`src/rtl/product_field_reg_if.sv`:
```
// Bus bundle for product_field_reg: field-write, commit and staging-read
// requests toward the register, and its field/status outputs back.
interface product_field_reg_if #(
    parameter int N = 2,
    parameter int W = 8
);
    localparam int IW = (N > 1) ? $clog2(N) : 1;

    logic              wr_valid;
    logic [IW-1:0]     wr_idx;
    logic [W-1:0]      wr_data;
    logic              commit;
    logic [IW-1:0]     rd_idx;
    logic [N*W-1:0]    O;
    logic [W-1:0]      rd_data;
    logic [N-1:0]      dirty;
    logic              commit_done;
    logic              idx_err;

    modport master (
        output wr_valid, wr_idx, wr_data, commit, rd_idx,
        input  O, rd_data, dirty, commit_done, idx_err
    );

    modport slave (
        input  wr_valid, wr_idx, wr_data, commit, rd_idx,
        output O, rd_data, dirty, commit_done, idx_err
    );
endinterface

```
`src/rtl/product_field_reg.sv`:
```
// Double-banked product field register: fields are written individually
// into a staging bank and copied to the active bank all at once on commit.
module product_field_reg #(
    parameter int          N      = 2,
    parameter int          W      = 8,
    parameter logic [W-1:0] INIT  = '0,
    parameter int          BYPASS = 1
) (
    input  logic                 CLK,
    input  logic                 RESET,
    product_field_reg_if.slave   bus
);
    localparam int            IW  = (N > 1) ? $clog2(N) : 1;
    localparam logic [IW:0]   NUM = (IW + 1)'(N);

    logic [N-1:0][W-1:0] stage;
    logic [N-1:0][W-1:0] stage_nxt;
    logic [N-1:0][W-1:0] active;
    logic [N-1:0][W-1:0] active_nxt;
    logic [N-1:0]        dirty_q;
    logic [N-1:0]        dirty_nxt;
    logic                commit_done_q;
    logic                idx_err_q;
    logic [W-1:0]        rd_data_q;
    logic                wr_ok;
    logic                rd_ok;
    logic                wr_fire;

    assign wr_ok   = {1'b0, bus.wr_idx} < NUM;
    assign rd_ok   = {1'b0, bus.rd_idx} < NUM;
    assign wr_fire = bus.wr_valid && wr_ok;

    // Next-state of both banks and the dirty mask; a commit takes the
    // staging bank including any same-cycle write, so writes merge through.
    always_comb begin
        stage_nxt  = stage;
        active_nxt = active;
        dirty_nxt  = dirty_q;
        for (int unsigned i = 0; i < N; i++) begin
            if (wr_fire && (bus.wr_idx == IW'(i))) begin
                stage_nxt[i] = bus.wr_data;
                dirty_nxt[i] = 1'b1;
            end
        end
        if (bus.commit) begin
            active_nxt = stage_nxt;
            dirty_nxt  = '0;
        end
    end

    // Bank, flag and read-port registers; reset discards any pending write or commit.
    always_ff @(posedge CLK) begin
        if (RESET) begin
            stage         <= {N{INIT}};
            active        <= {N{INIT}};
            dirty_q       <= '0;
            commit_done_q <= 1'b0;
            idx_err_q     <= 1'b0;
            rd_data_q     <= '0;
        end else begin
            stage         <= stage_nxt;
            active        <= active_nxt;
            dirty_q       <= dirty_nxt;
            commit_done_q <= bus.commit;
            idx_err_q     <= idx_err_q | (bus.wr_valid & ~wr_ok) | ~rd_ok;
            rd_data_q     <= rd_ok ? stage_nxt[bus.rd_idx] : '0;
        end
    end

    // Field output: either the value active is about to take, or active itself.
    generate
        if (BYPASS != 0) begin : g_bypass
            assign bus.O = RESET ? {N{INIT}} : active_nxt;
        end else begin : g_registered
            assign bus.O = active;
        end
    endgenerate

    assign bus.rd_data     = rd_data_q;
    assign bus.dirty       = dirty_q;
    assign bus.commit_done = commit_done_q;
    assign bus.idx_err     = idx_err_q;
endmodule

```
`src/flat_wrapper.sv`:
```
// flat-port wrapper written by rule: the top's interface ports become plain ports
module product_field_reg_flat 
#(
    parameter int          N      = 2,
    parameter int          W      = 8,
    parameter logic [W-1:0] INIT  = '0,
    parameter int          BYPASS = 1
)
  (CLK, RESET, bus_wr_valid, bus_wr_idx, bus_wr_data, bus_commit, bus_rd_idx, bus_O, bus_rd_data, bus_dirty, bus_commit_done, bus_idx_err);
  product_field_reg_if #(.N(N), .W(W)) bus_i ();
  input  logic CLK;
  input  logic RESET;
  input wire logic [$bits(bus_i.wr_valid)-1:0] bus_wr_valid;
  input wire logic [$bits(bus_i.wr_idx)-1:0] bus_wr_idx;
  input wire logic [$bits(bus_i.wr_data)-1:0] bus_wr_data;
  input wire logic [$bits(bus_i.commit)-1:0] bus_commit;
  input wire logic [$bits(bus_i.rd_idx)-1:0] bus_rd_idx;
  output wire logic [$bits(bus_i.O)-1:0] bus_O;
  output wire logic [$bits(bus_i.rd_data)-1:0] bus_rd_data;
  output wire logic [$bits(bus_i.dirty)-1:0] bus_dirty;
  output wire logic [$bits(bus_i.commit_done)-1:0] bus_commit_done;
  output wire logic [$bits(bus_i.idx_err)-1:0] bus_idx_err;
  assign bus_i.wr_valid = bus_wr_valid;
  assign bus_i.wr_idx = bus_wr_idx;
  assign bus_i.wr_data = bus_wr_data;
  assign bus_i.commit = bus_commit;
  assign bus_i.rd_idx = bus_rd_idx;
  assign bus_O = bus_i.O;
  assign bus_rd_data = bus_i.rd_data;
  assign bus_dirty = bus_i.dirty;
  assign bus_commit_done = bus_i.commit_done;
  assign bus_idx_err = bus_i.idx_err;
  product_field_reg #(.N(N), .W(W), .INIT(INIT), .BYPASS(BYPASS)) u_core (.CLK(CLK), .RESET(RESET), .bus(bus_i));
endmodule
```
`config.mk`:
```
export PLATFORM = sky130hd
export DESIGN_NAME = product_field_reg_flat
export DESIGN_NICKNAME = d
export VERILOG_FILES = /design/src/rtl/product_field_reg_if.sv /design/src/rtl/product_field_reg.sv /design/src/flat_wrapper.sv
export SDC_FILE = /design/constraint.sdc
export NUM_CORES = 1
export LEC_CHECK = 0
export CAP_MARGIN = 20
export CORE_MARGIN = 2
export CORE_UTILIZATION = 47
export DETAILED_ROUTE_END_ITERATION = 8
export GPL_ROUTABILITY_DRIVEN = 1
export GPL_TIMING_DRIVEN = 0
export HOLD_SLACK_MARGIN = 0.03
export PLACE_DENSITY_LB_ADDON = 0.2
export SLEW_MARGIN = 15
export SYNTH_ARGS = -nofsm -noshare
export SYNTH_HDL_FRONTEND = slang
export SYNTH_SLANG_ARGS = --single-unit
```
`constraint.sdc`:
```
create_clock -name CLK -period 1.36 [get_ports CLK]
set_clock_uncertainty 0.2 [all_clocks]
set_input_delay 0.136 -clock CLK [delete_from_list [all_inputs] [get_ports CLK]]
set_output_delay 0.136 -clock CLK [all_outputs]
set_load 0.02 [all_outputs]
```
# Word-level counts from Yosys, hierarchy flattened

Index checks and enable logic that the tools add are counted.

Bits in registers: 43
Input port bits: 14
Output and inout bits: 28
Word-level logic and storage cells: 19

Order comparisons: 1
Muxes and demuxes: 6
Bitwise operators: 1
Reduce and logical (&&, ||, !) cells: 3

Operator list:

| operator                                                             | number |
|---|---|
| 16-bit two-way mux                                                   | 2 |
| 8-bit two-way mux                                                    | 4 |
| 1-bit logical AND                                                    | 2 |
| 1-bit by 2-bit < comparator with 1-bit output, second input constant | 1 |
| 2-bit OR reduction                                                   | 1 |
| 1-bit inverter                                                       | 1 |

# Logic depth before layout (Yosys ltp)

Gate-level depths: netlist of the first run.

Depth after elaboration: 5
Gate-level depth with buffers: 5
Gate-level depth less buffers: 3

# Worst setup path before layout of the first run

OpenSTA, ideal clock, no wires.

Path kind: input -> register
Start: input bus_wr_valid
End: register u_core.active[4] in the netlist's numbering
Setup time: 0.184 ns
Arrival: 1.269 ns
Required time: 0.976 ns
Slack: -0.294 ns
Stages: 5
Buffers on the path: 2
Cell sequence: buf_2 -> nand2b_1 -> buf_6 -> mux2i_1 -> a211oi_1

Longest elaborated chain between the ends: 4

Ends and longest elaborated chain:

| what                   | RTL line                | RTL |
|---|---|---|
| start: declaration     | flat_wrapper.sv:13      | `input wire logic [$bits(bus_i.wr_valid)-1:0] bus_wr_valid;` |
| 1-bit logical AND      | product_field_reg.sv:40 | `if (wr_fire && (bus.wr_idx == IW'(i))) begin` |
| 8-bit two-way mux      | product_field_reg.sv:40 |  |
| 16-bit two-way mux     | product_field_reg.sv:45 | `if (bus.commit) begin` |
| 16-bit two-way mux     | --                      |  |
| net bus_O[4]           | flat_wrapper.sv:18      | `output wire logic [$bits(bus_i.O)-1:0] bus_O;` |
| end signal: assignment | product_field_reg.sv:55 | `active <= {N{INIT}};` |
| end signal: assignment | product_field_reg.sv:62 | `active <= active_nxt;` |
| end: declaration       | product_field_reg.sv:18 | `logic [N-1:0][W-1:0] active;` |

The timed path passes the listed nets, and every way through them passes these cells.
A chain may end at the register's enable or synchronous reset.

# Final worst setup path of the first run

Start: register u_core.stage[12] in the netlist's numbering
End: output bus_O[12]

Longest elaborated chain between the ends: 3

Ends and longest elaborated chain:

| what                     | RTL line                | RTL |
|---|---|---|
| start: declaration       | product_field_reg.sv:16 | `logic [N-1:0][W-1:0] stage;` |
| start signal: assignment | product_field_reg.sv:54 | `stage <= {N{INIT}};` |
| start signal: assignment | product_field_reg.sv:61 | `stage <= stage_nxt;` |
| 8-bit two-way mux        | product_field_reg.sv:40 |  |
| 16-bit two-way mux       | product_field_reg.sv:45 |  |
| 16-bit two-way mux       | --                      |  |
| end: declaration         | flat_wrapper.sv:18      |  |

No other way between the ends.

==> results of run 1 <==
## layout make-up
| class | instances | area [sq um] |
|---|---|---|
| Clock buffer | 6 | 41.29 |
| Buffer | 15 | 103.9 |
| Tap cell | 46 | 57.56 |
| Timing Repair Buffer | 46 | 381.6 |
| Multi-Input combinational cell | 104 | 949.7 |
| Inverter | 1 | 3.754 |
| Sequential cell | 43 | 880.8 |
| Fill cell | 270 | 918.4 |
## timing repair
item / CTS / global route
endpoints found under the setup margin: 43 / 26
endpoints found under the hold margin: 14 / 3
pin swaps: 6 / 5
gates resized for setup: 154 / 14
setup buffers: 4 / 2
## report_power, final
group / switching [mW] / leakage [nW] / internal [mW] / total, mW
combinational: 0.295 / 0.597 / 0.249 / 0.545
sequential: 0.0349 / 0.360 / 1.33 / 1.37
clock: 0.378 / 0.0242 / 0.184 / 0.562
total: 0.708 / 0.981 / 1.77 / 2.48
## Yosys cell counts (all sizes together)
cell,number,share of area
dfxtp,43,0.52
nor2,32,0.073
mux2i,24,0.15
a211oi,17,0.078
a21oi,9,0.032
a21o,8,0.041
clkbuf,8,0.018
nand3,8,0.024
buf,7,0.034
conb,1,0.0023
inv,1,0.0023
nand2,1,0.0038
nand2b,1,0.0038
nor2b,1,0.0038
nor3,1,0.0030
xnor2,1,0.0099
## sequential cells by signal, indices dropped and copies added (netlist names)
signal                  count
u_core.stage               16
u_core.bus.rd_data          8
u_core.bus.commit_done      1
u_core.active              16
u_core.bus.dirty            2
## worst max-delay path, cell delays in order (launching register included)
cell and delay, ns:
dfxtp_2 0.38, mux2i_4 0.08, a211oi_2 0.22, buf_4 0.19
## stage by stage
stage                     power (mW)  cells  TNS, ns  area, sq um
final                          2.476    261   -2.718         2419
after global placement         1.845    245   -30.31         2146
after global routing           2.580    261   -3.915         2419
after CTS                      2.470    259   -3.132         2376
after floorplan                1.679    163        0         1728
after detailed placement       1.858    245   -31.40         2146
## cell families (layout without fill, tap and decap cells)
| group | count (synthesis) | count (layout) | share of synthesized area |
|---|---|---|---|
| simple gates | 44 | 44 | 0.1120 |
| mux | 24 | 24 | 0.1462 |
| other cells | 1 | 1 | 0.002283 |
| xor+xnor | 1 | 1 | 0.009904 |
| flops | 43 | 43 | 0.5240 |
| compound gates | 34 | 34 | 0.1508 |
| buf+inv | 16 | 68 | 0.05483 |
## final timing paths
check                                         start               endpoint  slack (ns)  cells after the start
worst max-delay path               u_core.stage[12]              bus_O[12]       -0.20                      3
worst max register to register     u_core.stage[10]  u_core.bus.rd_data[2]        0.25                      4
worst min-delay path                     bus_commit       u_core.active[1]       -0.04                      3
worst min register to register  u_core.bus.dirty[0]    u_core.bus.dirty[0]        0.26                      2
## layer usage
| metal | vias up | track usage | wire length [microns] |
|---|---|---|---|
| met2 | 39 | 0.3258 | 1942 |
| li1 | 663 | - | - |
| met5 | - | 0 | 0 |
| met4 | 0 | 0.08889 | 87 |
| met1 | 643 | 0.2604 | 1795 |
| met3 | 10 | 0.06250 | 232 |
==> flow_summary.ini, run 1 <==
[run_status]
outcome = finished, violations left
violations = hold timing, setup timing

[routing]
vias = 1355
dr.pass1.iters = 4
drcViolationCount = 0
drt_iter0_markers = 34
via_per_inst = 5.192
ant_nets = 0
wl_per_cell_microns = 15.54
wl_microns = 4057

[flow_run]
drv_cap = 0

[yosys]
synth_cells = 163
avgSynthCellArea_sq_um = 10.08
synth-seq-area-share = 0.5240
yosys_warnings = 0
syn_area_sq_mm = 0.001643
synth_nets = 177
synthDistinctLibCells = 20
ys_ff_latch = 43

[floorplanning]
die_area_sq_mm = 0.003984
num_io_pins = 42
fp-row-count = 21
die_h_microns = 63.12
core_area_sq_mm = 0.003337
initial_utilization = 0.4923
die_w_microns = 63.12

[clocking]
htreeDepth = 2
clockBufferDepth = 2
tritoncts = done
cts_buffers = 5
insertion_delay_ns = 0.35
path_clk_slew_ns = 0.11
ctsHoldBuffers = 4
root_buffer = clkbuf_4
cts_sinks = 43

[global_routing]
grt.total_usage = 0.2060
grt_pass1_wl_microns = 6258
grt_pass1_vias = 1300
antenna_found_initial = 0
grt_max_degree = 12
overflow = 0

[worst_setup_path]
cp-end-kind = output pin
worst_setup_path_start_kind = register
required_ns = 1.02
arrival_ns = 1.22
crit_type = register to output pin
crit_path_max_fanout = 2

[final_layout]
layout_common_cells = 32 x nor2_1, 27 x dfxtp_1, 24 x buf_4
layout_commonest_cell = nor2_1
nNetsFinal = 230
antenna_cells = 0
drive_above_1_share = 0.4698
areaGrowthSynthToFinish_pct = 47.22
fin_util = 0.7248

[pwr]
ir_drop_mv = 0.6020
powerDensity_mw_per_mm2 = 1024
p_leak_nw = 0.9810

[placed_design]
post-place-ws_ns = -1.044
dp_hpwl_microns = 2648
io_buffers = 36
place.gp.congestion = 0.8145

[timing]
fin_ws_ns = -0.1976
period_share = 1.145
grt_setup_unrepaired = true
drv_slew = 0
hold_viol = 3
timing.fmax_mhz = 642.0
period_needed_ns = 1.558
setup_viol = 16
hold_ws_ns = -0.03722

[hold_path]
holdCritPathClass = primary input to register
(Power assumes the default switching activity.)
==> run 2: changes to the inputs <==
--- a/config.mk
+++ b/config.mk
@@ -13,6 +13,7 @@
 export GPL_TIMING_DRIVEN = 0
 export HOLD_SLACK_MARGIN = 0.03
 export PLACE_DENSITY_LB_ADDON = 0.2
+export SKIP_LAST_GASP = 1
 export SLEW_MARGIN = 15
 export SYNTH_ARGS = -nofsm -noshare
 export SYNTH_HDL_FRONTEND = slang
==> flow_summary.ini, run 2 (same netlist as run 1, synthesis figures left out) <==
[run_status]
outcome = finished, violations left
violations = hold timing, setup timing

[timing]
timing_worst_slew_pin_value_ns = 0.5036
hold_viol = 5
timing.fmax_mhz = 642.1
slew_headroom = 0.6642
setup_viol = 16
period_needed_ns = 1.557
tns_ns = -2.753
grt_setup_unrepaired = true
period_share = 1.145
fin_ws_ns = -0.1975
hold_ws_ns = -0.05638
drv_slew = 0

[floorplanning]
num_io_pins = 42
die_h_microns = 63.12
initial_utilization = 0.4923
die_w_microns = 63.12
die_area_sq_mm = 0.003984
core_area_sq_mm = 0.003337
fp-row-count = 21

[clocking]
tritoncts = done
cts_buffers = 5
cts_sinks = 43
clockBufferDepth = 2
root_buffer = clkbuf_4
insertion_delay_ns = 0.35
path_clk_slew_ns = 0.11
ctsHoldBuffers = 3
htreeDepth = 2

[global_routing]
grt_pass1_vias = 1306
grt.total_usage = 0.2031
antenna_found_initial = 0
overflow = 0
grt_max_degree = 12
grt_pass1_wl_microns = 6203

[placed_design]
dp_cells = 245
dp_hpwl_microns = 2648
io_buffers = 36
place.gp.congestion = 0.8145

[worst_setup_path]
arrival_ns = 1.22
crit_start = u_core.stage[15]
r2r-start = u_core.stage[10]
required_ns = 1.02
cp-end-kind = output pin
crit_path_max_fanout = 2
crit_type = register to output pin
worst_setup_path_start_kind = register

[routing]
wl_met2_microns = 1831
drt-met1-wl_microns = 1716
drt_iter0_markers = 20
wl_microns = 3904
dr.pass1.iters = 4
drcViolationCount = 0
via_per_inst = 5.104
vias = 1327
ant_nets = 0
wl_per_cell_microns = 15.02
met3_length_microns = 249
top_layer_used = met4

[hold_path]
holdCritPathClass = primary input to register
min_from = RESET

[final_layout]
antenna_cells = 0
areaGrowthSynthToFinish_pct = 45.62
drive_above_1_share = 0.4626
final_cells = 260
layout_commonest_cell = nor2_1
nNetsFinal = 229
layout_common_cells = 32 x nor2_1, 28 x dfxtp_1, 24 x buf_4
fillers = 269

[flow_run]
drv_cap = 0

[pwr]
p_leak_nw = 0.9695
powerDensity_mw_per_mm2 = 1030
ir_drop_mv = 0.6061
-- run 2: cell types whose count changed in the layout (fill, tap and decap cells not counted) --
| cell | previous run | this run |
|---|---|---|
| dfxtp_1 | 27 | 28 |
| dfxtp_2 | 16 | 15 |
| dlymetal6s4s_1 | 1 | 0 |
| mux2i_1 | 8 | 9 |
| mux2i_4 | 12 | 11 |
-- run 2: power breakdown --
| part | leakage (nW) | internal (mW) | total, mW | switching (mW) |
|---|---|---|---|---|
| combinational | 0.586 | 0.243 | 0.535 | 0.291 |
| sequential | 0.360 | 1.33 | 1.37 | 0.0330 |
| clock | 0.0242 | 0.184 | 0.563 | 0.379 |
-- run 2: worst paths after layout --
path                      endpoint  slack [ns]  cells after the start
max                      bus_O[15]       -0.20                      3
min reg2reg    u_core.bus.dirty[0]        0.26                      2
min              u_core.active[15]       -0.06                      2
max reg2reg  u_core.bus.rd_data[2]        0.25                      4
-- run 2: cell type report --
| cell class | count | area (sq um) | area share |
|---|---|---|---|
| clock buffer | 6 | 41.29 | 0.01726 |
| sequential | 43 | 879.6 | 0.3677 |
| tap | 46 | 57.56 | 0.02406 |
| timing repair buffer | 45 | 369.1 | 0.1543 |
| inverter | 1 | 3.754 | 0.001569 |
| buffer | 15 | 103.9 | 0.04341 |
| multi-input combinational | 104 | 937.1 | 0.3917 |
-- run 2: timing repair --
item,4_1_cts,5_1_grt
gates resized for setup,147,19
endpoints found under the hold margin,14,5
pin swaps,6,5
buffers inserted,4,2
setup endpoints to repair,43,26
-- run 2: metal layers --
| metal | global-route usage | up-vias |
|---|---|---|
| li1 | - | 662 |
| met1 | 0.2506 | 607 |
| met2 | 0.3271 | 44 |
| met3 | 0.06250 | 14 |
| met4 | 0.08889 | 0 |
| met5 | 0 | - |
-- run 2: worst max-delay path, stage by stage (launching register included) --
cell,delay (ns)
dfxtp_2,0.36
mux2i_4,0.08
a211oi_2,0.25
buf_4,0.18
-- run 2: metrics by stage --
stage | utilization | area, sq um | hold slack [ns] | power (mW) | setup slack [ns]
global placement | 0.6430 | 2146 | 0.2455 | 1.845 | -1.020
detailed placement | 0.6430 | 2146 | 0.2517 | 1.858 | -1.044
global route | 0.7169 | 2392 | -0.02152 | 2.571 | -0.2978
finish | 0.7169 | 2392 | -0.05638 | 2.465 | -0.1975
floorplan | - | 1728 | 0.08345 | 1.679 | 0.004992
CTS | 0.7034 | 2347 | -0.06802 | 2.460 | -0.2360
==> run 3: changes to the inputs <==
--- a/config.mk
+++ b/config.mk
@@ -18,3 +18,4 @@
 export SYNTH_ARGS = -nofsm -noshare
 export SYNTH_HDL_FRONTEND = slang
 export SYNTH_SLANG_ARGS = --single-unit
+export TNS_END_PERCENT = 100
==> constraint.sdc (replaced) <==
create_clock -name CLK -period 1.5 [get_ports CLK]
set_clock_uncertainty 0.2 [all_clocks]
set_input_delay 0.15 -clock CLK [delete_from_list [all_inputs] [get_ports CLK]]
set_output_delay 0.15 -clock CLK [all_outputs]
set_load 0.02 [all_outputs]
==> flow_summary.ini, run 3 (same netlist as run 1, synthesis figures left out) <==
[pwr]
p_leak_nw = 1.003
netSwitchingFraction = 0.2858
clock_power_share = 0.229
p_int_mw = 1.592
comb_power_share = 0.216
p_switching_mw = 0.6370
powerDensity_mw_per_mm2 = 939.1
ir_drop_mv = 0.5804
p_seq_frac = 0.555

[global_routing]
overflow = 0
grt_max_degree = 12
grt.total_usage = 0.2312
antenna_found_initial = 0
grt_pass1_wl_microns = 6927
grt_pass1_vias = 1379

[worst_setup_path]
crit_start = RESET
arrival_ns = 1.27
cp-end-kind = output pin
crit_type = primary input to output pin
worst_setup_path_start_kind = primary input
required_ns = 1.15
r2r-start = u_core.stage[1]
crit_path_max_fanout = 6

[routing]
wl_microns = 4150
wl_per_cell_microns = 15.84
ant_nets = 0
vias = 1378
drcViolationCount = 0
via_per_inst = 5.260
dr.pass1.iters = 4
drt_iter0_markers = 61

[run_status]
violations = hold timing, setup timing
outcome = finished, violations left

[floorplanning]
die_area_sq_mm = 0.003984
die_w_microns = 63.12
fp-row-count = 21
core_area_sq_mm = 0.003337
num_io_pins = 42
initial_utilization = 0.4923
die_h_microns = 63.12

[clocking]
path_clk_slew_ns = 0.10
cts_sinks = 43
tritoncts = done
htreeDepth = 2
insertion_delay_ns = 0.36
root_buffer = clkbuf_4
cts_buffers = 5
clockBufferDepth = 2

[hold_path]
holdCritPathClass = primary input to register
min_from = bus_commit

[timing]
fin_ws_ns = -0.1159
grt_setup_unrepaired = true
hold_viol = 2
slew_headroom = 0.6294
timing_worst_slew_pin_value_ns = 0.5559
period_share = 1.077
timing.fmax_mhz = 618.9
hold_ws_ns = -0.01565
period_needed_ns = 1.616
setup_viol = 16
drv_slew = 0

[placed_design]
dp_hpwl_microns = 2700
dpl_cell_area_sq_mm = 0.002142
io_buffers = 36
place.gp.congestion = 0.7526

[final_layout]
drive_above_1_share = 0.4583
fin_area_sq_mm = 0.002374
layout_commonest_cell = nor2_1
layout_common_cells = 32 x nor2_1, 28 x dfxtp_1, 25 x buf_4
fin_util = 0.7113
fillers = 269
antenna_cells = 0
nNetsFinal = 231
areaGrowthSynthToFinish_pct = 44.48

[flow_run]
drv_cap = 0
==> run 3: cell count changes in the layout (fill, tap and decap cells not counted) <==
cell and change:
buf_4 +1, dlygate4sd3_1 +1, mux2i_4 -5, dlygate4sd2_1 +10, mux2i_2 +6, buf_6 +1
clkbuf_2 -1, buf_2 -2, mux2i_1 -1, clkdlybuf4s15_1 -8
==> run 3: through the flow <==
step	hold slack, ns	setup TNS (ns)	instances	power [mW]	setup WS (ns)
2_1_floorplan	0.09745	0	163	1.520	0.05449
3_3_place_gp	0.2474	-23.78	245	1.674	-0.9372
3_5_place_dp	0.2565	-26.02	245	1.685	-0.9778
4_1_cts	-0.02230	-0.8721	261	2.230	-0.1385
5_1_grt	-0.03587	-2.164	262	2.343	-0.1676
6_report	-0.01565	-0.8553	262	2.229	-0.1159
==> run 3: power groups by stage <==
stage               combinational, mW  clock (mW)  sequential (mW)
floorplan                       0.252           0             1.27
global placement                0.424           0             1.25
detailed placement              0.431           0             1.25
CTS                             0.475       0.518             1.24
global route                    0.515       0.584             1.24
finish                          0.482       0.510             1.24
==> run 3: layout make-up <==
class                   instances  area, sq um  area share
clock buffers                   6        41.29     0.01740
multi-input cells             104        897.1      0.3780
repair buffers                 47        390.4      0.1645
well taps                      46        57.56     0.02425
inverters                       1        3.754    0.001581
plain buffers                  15        103.9     0.04375
flip-flops and latches         43        879.6      0.3706
==> run 3: metal layers <==
layer	vias up	share of wire	track usage
met5	-	0	0
met2	37	0.50	0.3670
met3	4	0.057	0.07857
met4	0	0.0096	0.07500
li1	667	-	-
met1	670	0.44	0.2961
==> run 3: repair_timing <==
item,CTS,global route
cloned,1,0
gates resized for setup,151,1
hold buffers,3,2
hold endpoints to repair,13,4
endpoints found under the setup margin,29,16
buffers inserted,6,0
pin swaps,15,1
==> run 3: worst paths after layout <==
path                          to  slack, ns  depth (start not counted)
max                    bus_O[15]      -0.12                          4
min            u_core.active[15]      -0.02                          3
max reg2reg     u_core.active[1]       0.34                          4
min reg2reg  u_core.bus.dirty[0]       0.26                          2
==> run 3: worst max-delay path, cell delays in order <==
cell and delay (ns):
clkbuf_1 0.14, dlygate4sd3_1 0.62, a211oi_2 0.18, buf_4 0.18
